$ cat src/rtl/indication_input_demux_if.sv
// Bundle of the inbound pipe and the per-method indication signals.
// The master side drives messages in and the sink readies; the slave side
// is the demux block itself.
interface indication_input_demux_if #(
  parameter int DATA_W   = 32,
  parameter int WORDS    = 2,
  parameter int TAG_W    = 32,
  parameter int NUM_METH = 4
);
  localparam int PAY_W = DATA_W * WORDS;

  logic                    pipe_enq_ENA;
  logic [PAY_W+TAG_W-1:0]  pipe_enq_v;
  logic                    pipe_enq_RDY;
  logic [NUM_METH-1:0]     ind_ENA;
  logic [PAY_W-1:0]        ind_v;
  logic [NUM_METH-1:0]     ind_RDY;

  modport master (
    output pipe_enq_ENA, pipe_enq_v, ind_RDY,
    input  pipe_enq_RDY, ind_ENA, ind_v
  );

  modport slave (
    input  pipe_enq_ENA, pipe_enq_v, ind_RDY,
    output pipe_enq_RDY, ind_ENA, ind_v
  );
endinterface

$ cat src/rtl/indication_input_demux.sv
// Indication-side receive block: decodes the message tag to a method channel,
// buffers payload + channel in a small FIFO, and offers only the FIFO head to
// its channel (strict in-order delivery). Unknown tags are counted and dropped.
module indication_input_demux #(
  parameter int DATA_W   = 32,
  parameter int WORDS    = 2,
  parameter int TAG_W    = 32,
  parameter int NUM_METH = 4,
  parameter int DEPTH    = 4
) (
  input  logic                   CLK,
  input  logic                   nRST,
  indication_input_demux_if.slave bus,
  output logic [$clog2(DEPTH):0] count,
  output logic [15:0]            drop_count
);
  localparam int PAY_W = DATA_W * WORDS;
  localparam int PTR_W = $clog2(DEPTH);
  localparam int CH_W  = (NUM_METH > 1) ? $clog2(NUM_METH) : 1;
  localparam logic [TAG_W-1:0] MAX_TAG   = TAG_W'(NUM_METH);
  localparam logic [PTR_W:0]   FULL_CNT  = (PTR_W+1)'(DEPTH);

  logic [PTR_W-1:0] wptr_reg, wptr_next;
  logic [PTR_W-1:0] rptr_reg, rptr_next;
  logic [PTR_W:0]   count_reg, count_next;
  logic [15:0]      drop_reg, drop_next;

  logic [PAY_W-1:0] pay_mem  [DEPTH];
  logic [CH_W-1:0]  chan_mem [DEPTH];

  logic [TAG_W-1:0] tag;
  logic [PAY_W-1:0] payload;
  logic [CH_W-1:0]  tag_chan;
  logic [CH_W-1:0]  head_chan;
  logic             tag_hit;
  logic             enq_rdy;
  logic             accept;
  logic             store;
  logic             drop;
  logic             deliver;

  assign tag     = bus.pipe_enq_v[TAG_W-1:0];
  assign payload = bus.pipe_enq_v[TAG_W +: PAY_W];
  assign tag_hit = (tag != '0) && (tag <= MAX_TAG);
  // Tags 1..NUM_METH map to channels 0..NUM_METH-1; low bits suffice modulo 2^CH_W.
  assign tag_chan = tag[CH_W-1:0] - 1'b1;

  // Ready depends only on the occupancy register: no full-bypass.
  assign enq_rdy  = (count_reg != FULL_CNT);
  assign accept   = bus.pipe_enq_ENA && enq_rdy;
  assign store    = accept && tag_hit;
  assign drop     = accept && !tag_hit;

  assign head_chan = chan_mem[rptr_reg];
  assign bus.ind_v = pay_mem[rptr_reg];
  assign bus.pipe_enq_RDY = enq_rdy;

  // Only the head entry is offered, and only to its own channel when ready.
  generate
    for (genvar gi = 0; gi < NUM_METH; gi++) begin : g_ena
      assign bus.ind_ENA[gi] = (count_reg != '0) && (head_chan == CH_W'(gi)) && bus.ind_RDY[gi];
    end
  endgenerate

  assign deliver    = |bus.ind_ENA;
  assign count      = count_reg;
  assign drop_count = drop_reg;

  // Next-state for pointers, occupancy and the saturating drop counter.
  always_comb begin
    wptr_next  = wptr_reg;
    rptr_next  = rptr_reg;
    count_next = count_reg;
    drop_next  = drop_reg;
    if (store)   wptr_next = wptr_reg + 1'b1;
    if (deliver) rptr_next = rptr_reg + 1'b1;
    if (store && !deliver)      count_next = count_reg + 1'b1;
    else if (!store && deliver) count_next = count_reg - 1'b1;
    if (drop && (drop_reg != 16'hFFFF)) drop_next = drop_reg + 1'b1;
  end

  // Control state register with synchronous active-low reset.
  always_ff @(posedge CLK) begin
    if (!nRST) begin
      wptr_reg  <= '0;
      rptr_reg  <= '0;
      count_reg <= '0;
      drop_reg  <= '0;
    end else begin
      wptr_reg  <= wptr_next;
      rptr_reg  <= rptr_next;
      count_reg <= count_next;
      drop_reg  <= drop_next;
    end
  end

  // FIFO storage write; contents are intentionally not cleared by reset.
  always_ff @(posedge CLK) begin
    if (nRST && store) begin
      pay_mem[wptr_reg]  <= payload;
      chan_mem[wptr_reg] <= tag_chan;
    end
  end
endmodule

$ cat src/flat_wrapper.sv
// flat-port wrapper written by rule: the top's interface ports become plain ports
module indication_input_demux_flat 
#(
  parameter int DATA_W   = 32,
  parameter int WORDS    = 2,
  parameter int TAG_W    = 32,
  parameter int NUM_METH = 4,
  parameter int DEPTH    = 4
)
  (CLK, nRST, count, drop_count, bus_pipe_enq_ENA, bus_pipe_enq_v, bus_ind_RDY, bus_pipe_enq_RDY, bus_ind_ENA, bus_ind_v);
  indication_input_demux_if #(.DATA_W(DATA_W), .WORDS(WORDS), .TAG_W(TAG_W), .NUM_METH(NUM_METH)) bus_i ();
  input  logic CLK;
  input  logic nRST;
  output logic [$clog2(DEPTH):0] count;
  output logic [15:0] drop_count;
  input wire logic [$bits(bus_i.pipe_enq_ENA)-1:0] bus_pipe_enq_ENA;
  input wire logic [$bits(bus_i.pipe_enq_v)-1:0] bus_pipe_enq_v;
  input wire logic [$bits(bus_i.ind_RDY)-1:0] bus_ind_RDY;
  output wire logic [$bits(bus_i.pipe_enq_RDY)-1:0] bus_pipe_enq_RDY;
  output wire logic [$bits(bus_i.ind_ENA)-1:0] bus_ind_ENA;
  output wire logic [$bits(bus_i.ind_v)-1:0] bus_ind_v;
  assign bus_i.pipe_enq_ENA = bus_pipe_enq_ENA;
  assign bus_i.pipe_enq_v = bus_pipe_enq_v;
  assign bus_i.ind_RDY = bus_ind_RDY;
  assign bus_pipe_enq_RDY = bus_i.pipe_enq_RDY;
  assign bus_ind_ENA = bus_i.ind_ENA;
  assign bus_ind_v = bus_i.ind_v;
  indication_input_demux #(.DATA_W(DATA_W), .WORDS(WORDS), .TAG_W(TAG_W), .NUM_METH(NUM_METH), .DEPTH(DEPTH)) u_core (.CLK(CLK), .nRST(nRST), .bus(bus_i), .count(count), .drop_count(drop_count));
endmodule
$ cat config.mk
export PLATFORM = sky130hd
export DESIGN_NAME = indication_input_demux_flat
export DESIGN_NICKNAME = d
export VERILOG_FILES = /design/src/rtl/indication_input_demux_if.sv /design/src/rtl/indication_input_demux.sv /design/src/flat_wrapper.sv
export SDC_FILE = /design/constraint.sdc
export NUM_CORES = 1
export LEC_CHECK = 0
export CORE_ASPECT_RATIO = 1.2
export CORE_MARGIN = 2
export CORE_UTILIZATION = 55
export CTS_CLUSTER_DIAMETER = 150
export DETAILED_ROUTE_END_ITERATION = 8
export PLACE_DENSITY = 0.83
export SLEW_MARGIN = 25
export SYNTH_ARGS = -nofsm -noshare
export SYNTH_HDL_FRONTEND = slang
export SYNTH_SLANG_ARGS = --single-unit
$ cat constraint.sdc
create_clock -name CLK -period 10.4 [get_ports CLK]
set_input_delay 2.08 -clock CLK [delete_from_list [all_inputs] [get_ports CLK]]
set_output_delay 2.08 -clock CLK [all_outputs]
set_load 0.05 [all_outputs]
Word-level counts from Yosys, hierarchy flattened
Memory sizes are Yosys's and may differ from the RTL's. A register that Yosys moved wholly into a read port is not among the register bits.
Index checks and enable logic that the tools add are counted.
{"block": "totals", "memories": 2, "reg_bits": 23, "mem_bits_rw": 264, "wordCells": 50}
{"block": "classes", "n_mux": 8, "eq_ne": 5, "reduce_logical": 24, "add_sub_neg": 6, "order_cmp": 1}
{"memory": "u_core.pay_mem", "words": 4, "width": 64, "rd": 1, "rd_clocked_by_memory_dff": 1, "write_ports": 1, "line_no": "indication_input_demux.sv:28", "source": "logic [PAY_W-1:0] pay_mem [DEPTH];"}
{"memory": "u_core.chan_mem", "words": 4, "width": 2, "rd": 1, "rd_clocked_by_memory_dff": 1, "write_ports": 1, "line_no": "indication_input_demux.sv:29", "source": "logic [CH_W-1:0] chan_mem [DEPTH];"}
{"operator": "32-bit by 3-bit less-or-equal comparator with 1-bit output, second input constant", "n": 1}
{"operator": "32-bit nonzero test", "n": 1}
{"operator": "16-bit by 1-bit adder with 16-bit output, second input constant", "n": 1}
{"operator": "1-bit logical AND", "n": 16}
{"operator": "16-bit != test, second input constant", "n": 1}
{"operator": "2-bit two-way mux", "n": 4}
{"operator": "3-bit two-way mux", "n": 2}
{"operator": "2-bit by 1-bit adder with 2-bit output, second input constant", "n": 2}
{"operator": "2-bit equality test, second input constant", "n": 2}
{"operator": "4-bit OR reduction", "n": 1}
{"operator": "3-bit by 1-bit adder with 3-bit output, second input constant", "n": 1}
{"operator": "1-bit logical NOT", "n": 3}
{"operator": "3-bit != test, second input constant", "n": 1}
{"operator": "3-bit nonzero test", "n": 1}
{"operator": "3-bit by 1-bit subtractor with 3-bit output, second input constant", "n": 1}
{"operator": "2-bit by 1-bit equality test with 1-bit output, second input constant", "n": 1}
{"operator": "2-bit logical NOT", "n": 1}
{"operator": "1-bit two-way mux", "n": 2}
{"operator": "2-bit nonzero test", "n": 1}
{"operator": "2-bit by 1-bit subtractor with 2-bit output, second input constant", "n": 1}

Depth between registers and ports, before layout
Gate-level depths: netlist of the first run.
{"block": "depth", "word_depth": 7, "ltp_mapped": 11, "ltp_nobuf": 11}

Worst setup path after synthesis of the first run
Ideal clock, no wire load.
{"block": "synth_path", "path_type": "input to output", "startpoint": "input bus_ind_RDY[0]", "endpoint": "output bus_ind_ENA[0]", "setup_slack_ns": 5.126, "stages": 2, "t_required_ns": 8.320, "arrival_ns": 3.194, "cell_sequence": "inv_1 nor3_1"}
{"block": "synth_between", "elab_chain_cells": 1}
{"item": "start: declaration", "line_no": "flat_wrapper.sv:18", "source": "input wire logic [$bits(bus_i.ind_RDY)-1:0] bus_ind_RDY;"}
{"item": "1-bit logical AND", "line_no": "indication_input_demux.sv:61", "source": "assign bus.ind_ENA[gi] = (count_reg != '0) && (head_chan == CH_W'(gi)) && bus.ind_RDY[gi];"}
{"item": "end: declaration", "line_no": "flat_wrapper.sv:20", "source": "output wire logic [$bits(bus_i.ind_ENA)-1:0] bus_ind_ENA;"}
Every way passes these cells.

Final worst setup path of the first run
Ends and elaborated chain as after synthesis.

==> out/qor.csv, run 1 <==
metric,value,unit
Synth Flop Type,edfxtp_1,
Die Y,159,um
# hold bufs at CTS,0,
Wirelength per Cell,21.4,um
Post CTS Setup Buffer Count,0,
PortBufs,190,
period utilization,55.0,%
CP max-delay cell,clkdlybuf4s50_1,
R2R cell count,10,
Worst IR Drop VDD,0.147,mV
Reg area,8440,sq um
Post-synth EDFFs,264,
Fillers,1150,
H-tree depth,1,
Worst R2R End,u_core.count[2],
post-synthesis mux area share,14.5,%
drt pass-1 iters,4,
Post-Route WL,21.5,mm
Total Nets Final,840,
CORE AREA,19600,sq um
Top Usage Layer GRT,met2,
Overflow after GRT,0,
CTS Buffer Depth,3,
status,finished clean,
Starting DRT DRC Count,426,
Yosys reg bits,289,
Worst Skew,0.00607,ns
RSZ-0062 raised after global routing,no,
Final Hold Fails,0,
HP Class,flip-flop to flip-flop,
relative slew slack,32.6,%
number of synthesis warnings,0,
area grow syn2layout,28.3,%
Worst Path Max Fanout,2,
Setup crit end kind,output port,
M2 GR Usage,35.7,%
Total Die Area,21200,sq um
Post-Synthesis Cells,527,
combinational power share,2.8,%
number of cells on the worst hold path,2,
met3 usage,3.34,%
Syn Area/Cell,20.9,sq um
Clk pwr share,42.2,%
maximum clock frequency,175,MHz
post_cts resized,0,
first-pass GRT wire length,33.7,mm
PD cells,163,nW/um^2
sequential-to-total area share from yosys stat,76.4,%
Synth Area in Compound Gates,1.80,%
Cell Int Power,0.00188,W
# rows,56,
root buffer cell,clkbuf_16,
area occupied by multi-input gates,2470,sq um
Area contributors post-synth,"edfxtp_1, mux4_2, dfxtp_1",
hold path startpoint,u_core.rptr_reg[1],
Initial Util,56.2,%
initial antenna violation count,0,
"Distinct cells, synth",42,
vias in the first global route,6081,
CP arrival,3.64,ns
Yosys top cell by area,edfxtp_1,
Switching Share,18.4,%
maxcap violations,0,
gr usage total,20.2,%
CP Launch Type,primary input,
Synth Net Count,638,
Leak,4.46,nW
Setup-failing EPs final,0,
"Reg clk slew, reported paths",0.06,ns
sequential power share,55.0,%
Pins Over Slew Limit,0,
Least-Margin Pin Slew,1.01,ns
HPWL Detailed,12.6,mm
cell chain of the critical path,clkdlybuf4s50_1 -> inv_1 -> nor3_1 -> clkdlybuf4s50_1,
layout cells sized above 1,16.7,%
largest family of logic cells by synthesized area,multiplexers,
worst-skew pair later-pin latency,0.51,ns
Die Wd,133,um
"FFs w/ async S/R, synth",0,%
routability cong.,0.891,
Synth Area in XOR/XNOR,0.318,%
Most common cell on crit path,clkdlybuf4s50_1,
post-route cell area,14100,sq um
Synth Area in Adders,0.976,%
Mapped Area,11000,sq um
Simple-Gate Fraction of Synth Area,4.65,%
critical path type,primary input to output port,
post-route ant nets,0,
Vias/cell,5.79,
Tmin final,5.72,ns
TritonCTS buffer count,27,
largest reg by FF count,u_core.pay_mem,
"Req. time, crit path",8.32,ns
met1 Usage GRT,26.5,%
vias,5840,
Synth top area share,71.9,%
DRC,0,
IO Pins,191,
Fin Setup TNS,0,ns
Reg2Reg Setup Slack,7.02,ns
max FFs per register,256,
Num Clock Sinks,289,
diode count,0,
sw power,0.000424,W
largest net degree at the start of global routing,67,
CTS tree,done,
Placed Area,13200,sq um
CP Buf/Inv Count,3,
cell family with most CP delay,buffers and inverters,
"slowest stage delay, CP",0.84,ns
[layer usage]
metal  share of wire, %  up-vias
met5                  0        -
met4                2.2        0
met3                6.6       42
met2                 52      268
met1                 39     2941
li1                   -     2589
[worst reg2reg max path, cell delays in order, from the launching register on]
cell,delay (ns)
dfxtp_4,0.95
mux4_2,0.60
mux2i_1,0.21
mux2i_1,0.14
nand2_1,0.16
ha_1,0.20
inv_1,0.06
fa_1,0.38
xor2_1,0.16
or3_1,0.31
a21oi_1,0.15
[worst max path at each step]
stage                   startpoint             end  slack [ns]  cells past startpoint
floorplan           bus_ind_RDY[0]  bus_ind_ENA[0]        5.13                      2
global placement    bus_ind_RDY[1]  bus_ind_ENA[1]        4.71                      4
detailed placement  bus_ind_RDY[0]  bus_ind_ENA[0]        4.69                      4
CTS                 bus_ind_RDY[0]  bus_ind_ENA[0]        4.67                      4
global route        bus_ind_RDY[1]  bus_ind_ENA[1]        4.64                      4
finish              bus_ind_RDY[0]  bus_ind_ENA[0]        4.68                      4
[cells in the mapped netlist, types with 3 or more instances]
cell type	count
nand2_1	22
buf_2	8
edfxtp_1	264
and3_1	4
or4_1	9
nand3_1	10
nand2b_1	5
inv_1	12
o31ai_1	9
a21oi_1	9
ha_1	7
nand4_1	3
clkbuf_1	10
mux4_2	66
nor2_1	7
nor4_1	8
nor3_1	7
mux2i_1	11
dfxtp_1	25
[layout make-up]
| class | instances | share of cell area (%) |
|---|---|---|
| Tap cell | 261 | 2.31 |
| Inverter | 12 | 0.318 |
| Clock buffer | 28 | 4.80 |
| Clock inverter | 19 | 1.44 |
| Sequential cell | 289 | 59.6 |
| Multi-Input combinational cell | 205 | 17.5 |
| Timing Repair Buffer | 194 | 14.0 |
[power groups by stage]
stage	logic [W]	clock network, W	registers (W)
2_1_floorplan	0.00000857	0	0.00130
3_3_place_gp	0.0000603	0	0.00129
3_5_place_dp	0.0000637	0	0.00129
4_1_cts	0.0000644	0.000991	0.00127
5_1_grt	0.0000691	0.00103	0.00127
6_report	0.0000643	0.000970	0.00127
[cell usage in the layout, fill, tap and decap left out, types with 3 or more instances in the layout]
master,instances
edfxtp_1,264
clkdlybuf4s50_1,190
mux4_2,66
clkbuf_16,27
dfxtp_1,23
nand2_1,22
inv_1,12
mux2i_1,11
nand3_1,10
o31ai_1,9
or4_1,9
a21oi_1,9
nor4_1,8
nor2_1,7
nor3_1,7
ha_1,7
clkinv_1,6
and3_4,5
nand2b_1,5
clkinv_2,5
bufinv_16,4
nand4_1,3
[cell families (layout without fill, tap and decap cells)]
| kind of cell | after synthesis | count (layout) |
|---|---|---|
| buf+inv | 33 | 253 |
| fa+ha+maj | 8 | 8 |
| simple gates | 89 | 89 |
| xor+xnor | 4 | 4 |
| mux | 77 | 77 |
| flops | 289 | 289 |
| compound gates | 27 | 27 |
[stage by stage]
step / instances / setup WS, ns / power [W] / hold WS, ns / util (%)
after floorplan: 527 / 5.13 / 0.00130 / 0.449 / -
after global placement: 958 / 4.71 / 0.00135 / 0.448 / 67.2
after detailed placement: 958 / 4.69 / 0.00136 / 0.497 / 67.2
after CTS: 1005 / 4.67 / 0.00232 / 0.508 / 71.7
after global routing: 1008 / 4.64 / 0.00236 / 0.527 / 72.1
final: 1008 / 4.68 / 0.00230 / 0.500 / 72.1
(Power assumes the default switching activity.)
==> run 2, diff against run 1 <==
--- a/config.mk
+++ b/config.mk
@@ -7,10 +7,10 @@
 export LEC_CHECK = 0
 export CORE_ASPECT_RATIO = 1.2
 export CORE_MARGIN = 2
-export CORE_UTILIZATION = 55
+export CORE_UTILIZATION = 53
 export CTS_CLUSTER_DIAMETER = 150
 export DETAILED_ROUTE_END_ITERATION = 8
-export PLACE_DENSITY = 0.83
+export PLACE_DENSITY = 0.8
 export SLEW_MARGIN = 25
 export SYNTH_ARGS = -nofsm -noshare
 export SYNTH_HDL_FRONTEND = slang
==> constraint.sdc (replaced) <==
create_clock -name CLK -period 5.7 [get_ports CLK]
set_input_delay 1.14 -clock CLK [delete_from_list [all_inputs] [get_ports CLK]]
set_output_delay 1.14 -clock CLK [all_outputs]
set_load 0.05 [all_outputs]
==> run 2 against run 1 <==
Net effect: critical path depth is 1 lower; clock power increased by 74%; first-iteration DRC count shrank 19%; critical path type is now flip-flop to output port; largest cell class unchanged.
==> out/qor.csv, run 2 (synthesized netlist as in run 1, its figures left out) <==
metric,value,unit
area grow syn2layout,27.3,%
maxcap violations,0,
period utilization,74.1,%
critical path type,flip-flop to output port,
worst-skew pair later-pin latency,0.52,ns
routability cong.,0.842,
CP Launch Type,flip-flop,
CP max-delay cell,clkdlybuf4s50_1,
max FFs per register,256,
first-pass GRT wire length,33.4,mm
Worst Skew,0.00662,ns
Post-Route WL,21.6,mm
# rows,57,
layout cells sized above 1,16.1,%
cell chain of the critical path,buf_4 -> mux4_2 -> clkdlybuf4s50_1,
maximum clock frequency,237,MHz
Num Clock Sinks,289,
Die Y,162,um
Pins Over Slew Limit,0,
"Reg clk slew, reported paths",0.07,ns
Tmin final,4.23,ns
TritonCTS buffer count,26,
Total Die Area,22000,sq um
Post CTS Setup Buffer Count,0,
DRC,0,
Starting DRT DRC Count,345,
dpl ws,1.41,ns
H-tree depth,1,
initial antenna violation count,2,
Vias/cell,5.70,
Least-Margin Pin Slew,1.02,ns
largest reg by FF count,u_core.pay_mem,
vias,5764,
PD cells,294,nW/um^2
Setup crit end kind,output port,
relative slew slack,31.9,%
post_cts resized,0,
Total Nets Final,838,
CORE AREA,20300,sq um
CP arrival,3.09,ns
Overflow after GRT,0,
drt pass-1 iters,4,
vias in the first global route,6085,
status,finished clean,
Setup-failing EPs final,0,
CP Buf/Inv Count,2,
"slowest stage delay, CP",0.72,ns
CTS Buffer Depth,3,
"most common cell after layout, fill and taps aside",edfxtp_1,
RSZ-0062 raised after global routing,no,
CTS tree,done,
root buffer cell,clkbuf_16,
Die Wd,136,um
Initial Util,54.3,%
gr usage total,19.9,%
area occupied by multi-input gates,2470,sq um
largest net degree at the start of global routing,67,
post-route ant nets,0,
Fin Setup TNS,0,ns
most frequent cells in the layout,"edfxtp_1, clkdlybuf4s50_1, mux4_2",
# hold bufs at CTS,0,
IO Pins,191,
Wirelength per Cell,21.4,um
Reg area,8440,sq um
"Req. time, crit path",4.56,ns
Fillers,1271,
Worst IR Drop VDD,0.212,mV
Worst Path Max Fanout,27,
final setup margin,1.47,ns
Leak,4.42,nW
HP Class,flip-flop to flip-flop,
cell family with most CP delay,buffers and inverters,
Final Hold Fails,0,
HPWL Detailed,13.4,mm
PortBufs,190,
run 2: cell types whose count changed in the layout (fill, tap and decap cells not counted), moves of 2 or more:
cell / change
buf_16: -2
buf_4: +2
bufinv_16: -2
clkbuf_1: +6
clkbuf_8: +2
clkinv_1: -3
clkinv_2: -2
run 2: layout make-up:
class | instances | area share, %
diodes | 1 | 0.0178
repair buffers | 193 | 13.7
inverters | 12 | 0.321
clock inverters | 10 | 0.731
well taps | 265 | 2.36
flip-flops and latches | 289 | 60.1
multi-input cells | 205 | 17.6
clock buffers | 36 | 5.19
run 2: worst paths after layout:
path	startpoint	slack (ns)	depth (start not counted)	endpoint
setup / recovery	flip-flop	1.47	3	bus_ind_v[5]
hold / removal	u_core.rptr_reg[1]	0.48	2	flip-flop
setup reg to reg	flip-flop	2.49	10	u_core.count[2]
hold reg to reg	u_core.rptr_reg[1]	0.48	2	flip-flop
run 2: stage by stage:
step	hold slack (ns)	cells	area (sq um)	total power [W]	utilization [%]
3_3_place_gp	0.453	964	13200	0.00247	65.0
6_report	0.478	1011	14000	0.00412	69.1
5_1_grt	0.538	1011	14000	0.00423	69.1
3_5_place_dp	0.467	964	13200	0.00248	65.0
4_1_cts	0.480	1010	14000	0.00415	69.1
2_1_floorplan	0.449	527	11000	0.00238	-
run 2: power breakdown:
part	leakage [nW]	switching (W)	internal, W	total, W
Combinational	1.44	0.0000491	0.0000699	0.000119
Sequential	2.57	0.00000180	0.00231	0.00231
Clock	0.404	0.000709	0.000983	0.00169
run 2: routing by layer:
layer	GRT usage (%)	up-vias	share of wire (%)
li1	-	2577	-
met1	25.3	2918	38
met2	34.7	229	53
met3	4.06	38	6.8
met4	5.78	2	2.4
met5	0	-	0.056
run 2: worst register-to-register path, delay by kind of cell (launching register included):
family / cells / cell delay [ns]
XOR/XNOR: 1 / 0.16
adder cells (fa/ha/maj): 2 / 0.58
buffers and inverters: 1 / 0.06
multiplexers: 3 / 1.02
AO/OA/AOI/OAI: 1 / 0.17
flip-flops: 1 / 0.64
AND/OR/NAND/NOR: 2 / 0.49
==> run 3, diff against run 2 <==
==> constraint.sdc (replaced) <==
create_clock -name CLK -period 4 [get_ports CLK]
set_input_delay 0.8 -clock CLK [delete_from_list [all_inputs] [get_ports CLK]]
set_output_delay 0.8 -clock CLK [all_outputs]
set_load 0.05 [all_outputs]
==> run 3 against run 2 <==
Net effect: critical path type unchanged; hold slack better by 0.0079 ns; clock skew increased by 0.0047 ns; largest power group unchanged; first-iteration DRC count shrank 2.3%; cell count increased by 1.4%; non-clock buffer count increased by 11; design area up 1.7%.
==> out/qor.csv, run 3 (synthesized netlist as in run 1, its figures left out) <==
metric,value,unit
Setup-failing EPs final,0,
Final Core Density,70.2,%
Switching Share,18.6,%
drt pass-1 iters,5,
RSZ-0062 raised after global routing,no,
max FFs per register,256,
Worst Path Max Fanout,39,
largest reg by FF count,u_core.pay_mem,
area grow syn2layout,29.5,%
Leak,4.52,nW
Total Die Area,22000,sq um
Least-Margin Pin Slew,0.672,ns
root buffer cell,clkbuf_16,
Clk pwr share,43.2,%
Final Hold Fails,0,
Starting DRT DRC Count,337,
Pins Over Slew Limit,0,
most frequent cells in the layout,"edfxtp_1, clkdlybuf4s50_1, mux4_2",
cell family with most CP delay,buffers and inverters,
vias in the first global route,6217,
maximum clock frequency,271,MHz
relative slew slack,55.2,%
Worst IR Drop VDD,0.424,mV
H-tree depth,1,
Vias/cell,5.68,
Overflow after GRT,0,
IO Pins,191,
PortBufs,190,
CP Launch Type,flip-flop,
"slowest stage delay, CP",0.86,ns
initial antenna violation count,0,
TritonCTS buffer count,27,
HP Class,flip-flop to flip-flop,
Cell Int Power,0.00496,W
CTS tree,done,
Die Wd,136,um
Die Y,162,um
cell chain of the critical path,buf_4 -> mux4_2 -> clkdlybuf4s50_1,
# rows,57,
Tmin final,3.69,ns
maxcap violations,0,
R2R cell count,10,
Num Clock Sinks,289,
Setup crit end kind,output port,
CORE AREA,20300,sq um
Post-Route WL,21.7,mm
CP Buf/Inv Count,2,
number of cells on the worst hold path,2,
layout cells sized above 1,18.1,%
post_cts resized,0,
Fin Setup TNS,0,ns
status,finished clean,
PD cells,427,nW/um^2
hold path startpoint,u_core.rptr_reg[1],
CP max-delay cell,clkdlybuf4s50_1,
HPWL Detailed,13.8,mm
"Req. time, crit path",3.20,ns
Initial Util,54.3,%
combinational power share,2.8,%
"Reg clk slew, reported paths",0.06,ns
Total Nets Final,850,
period utilization,92.2,%
Wirelength per Cell,21.2,um
Worst Skew,0.0113,ns
CP arrival,2.89,ns
Post CTS Setup Buffer Count,0,
"most common cell after layout, fill and taps aside",edfxtp_1,
vias,5823,
CTS Buffer Depth,3,
critical path type,flip-flop to output port,
routability cong.,0.852,
DRC,0,
sw power,0.00113,W
sequential power share,54.1,%
first-pass GRT wire length,34.1,mm
largest net degree at the start of global routing,42,
Worst R2R End,u_core.count[2],
Reg2Reg Setup Slack,1.08,ns
gr usage total,20.1,%
post-route ant nets,0,
# hold bufs at CTS,0,
worst-skew pair later-pin latency,0.53,ns
-- run 3: metrics by stage --
step / hold WS (ns) / setup slack [ns] / cells / total power [W] / instance area (sq um)
after floorplan: 0.449 / 0.0732 / 527 / 0.00339 / 11000
after global placement: 0.452 / 0.446 / 975 / 0.00352 / 13400
after detailed placement: 0.464 / 0.377 / 975 / 0.00353 / 13400
after CTS: 0.490 / 0.256 / 1024 / 0.00614 / 14300
after global routing: 0.523 / 0.167 / 1024 / 0.00627 / 14300
final: 0.485 / 0.313 / 1025 / 0.00609 / 14300
-- run 3: how the worst max path moves through the flow --
stage                      startpoint               endpoint  slack (ns)  depth (start not counted)
floorplan             u_core.count[0]  u_core.chan_mem[0][0]        0.07                          4
global placement    bus_pipe_enq_v[0]        u_core.count[2]        0.45                         12
detailed placement  bus_pipe_enq_v[0]        u_core.count[2]        0.38                         12
CTS                         flip-flop          bus_ind_v[55]        0.26                          3
global route                flip-flop          bus_ind_v[55]        0.17                          3
finish                      flip-flop          bus_ind_v[48]        0.31                          3
-- run 3: tightest hold or removal path, delay by kind of cell, from the launching register on --
family | cells | cell delay (ns)
AND/OR/NAND/NOR | 1 | 0.05
flip-flops | 1 | 0.31
multiplexers | 1 | 0.07
-- run 3: cell type report --
type | instances | area (sq um)
Antenna cell | 1 | 2.50
Sequential cell | 289 | 8440
Inverter | 12 | 45.0
Clock buffer | 32 | 694
Tap cell | 265 | 332
Multi-Input combinational cell | 205 | 2470
Clock inverter | 17 | 229
Timing Repair Buffer | 204 | 2070
Fill cell | 1244 | 6050
-- run 3: layer usage --
metal	track usage [%]	routed length, um
met5	0	0
met2	36.1	11500
met4	4.45	477
met3	3.56	1350
met1	25.9	8440
-- run 3: power by group through the flow --
stage	Sequential, W	Combinational (W)	Clock, W
floorplan	0.00337	0.0000223	0
global placement	0.00336	0.000161	0
detailed placement	0.00336	0.000168	0
CTS	0.00329	0.000169	0.00268
global route	0.00329	0.000181	0.00279
finish	0.00329	0.000169	0.00263
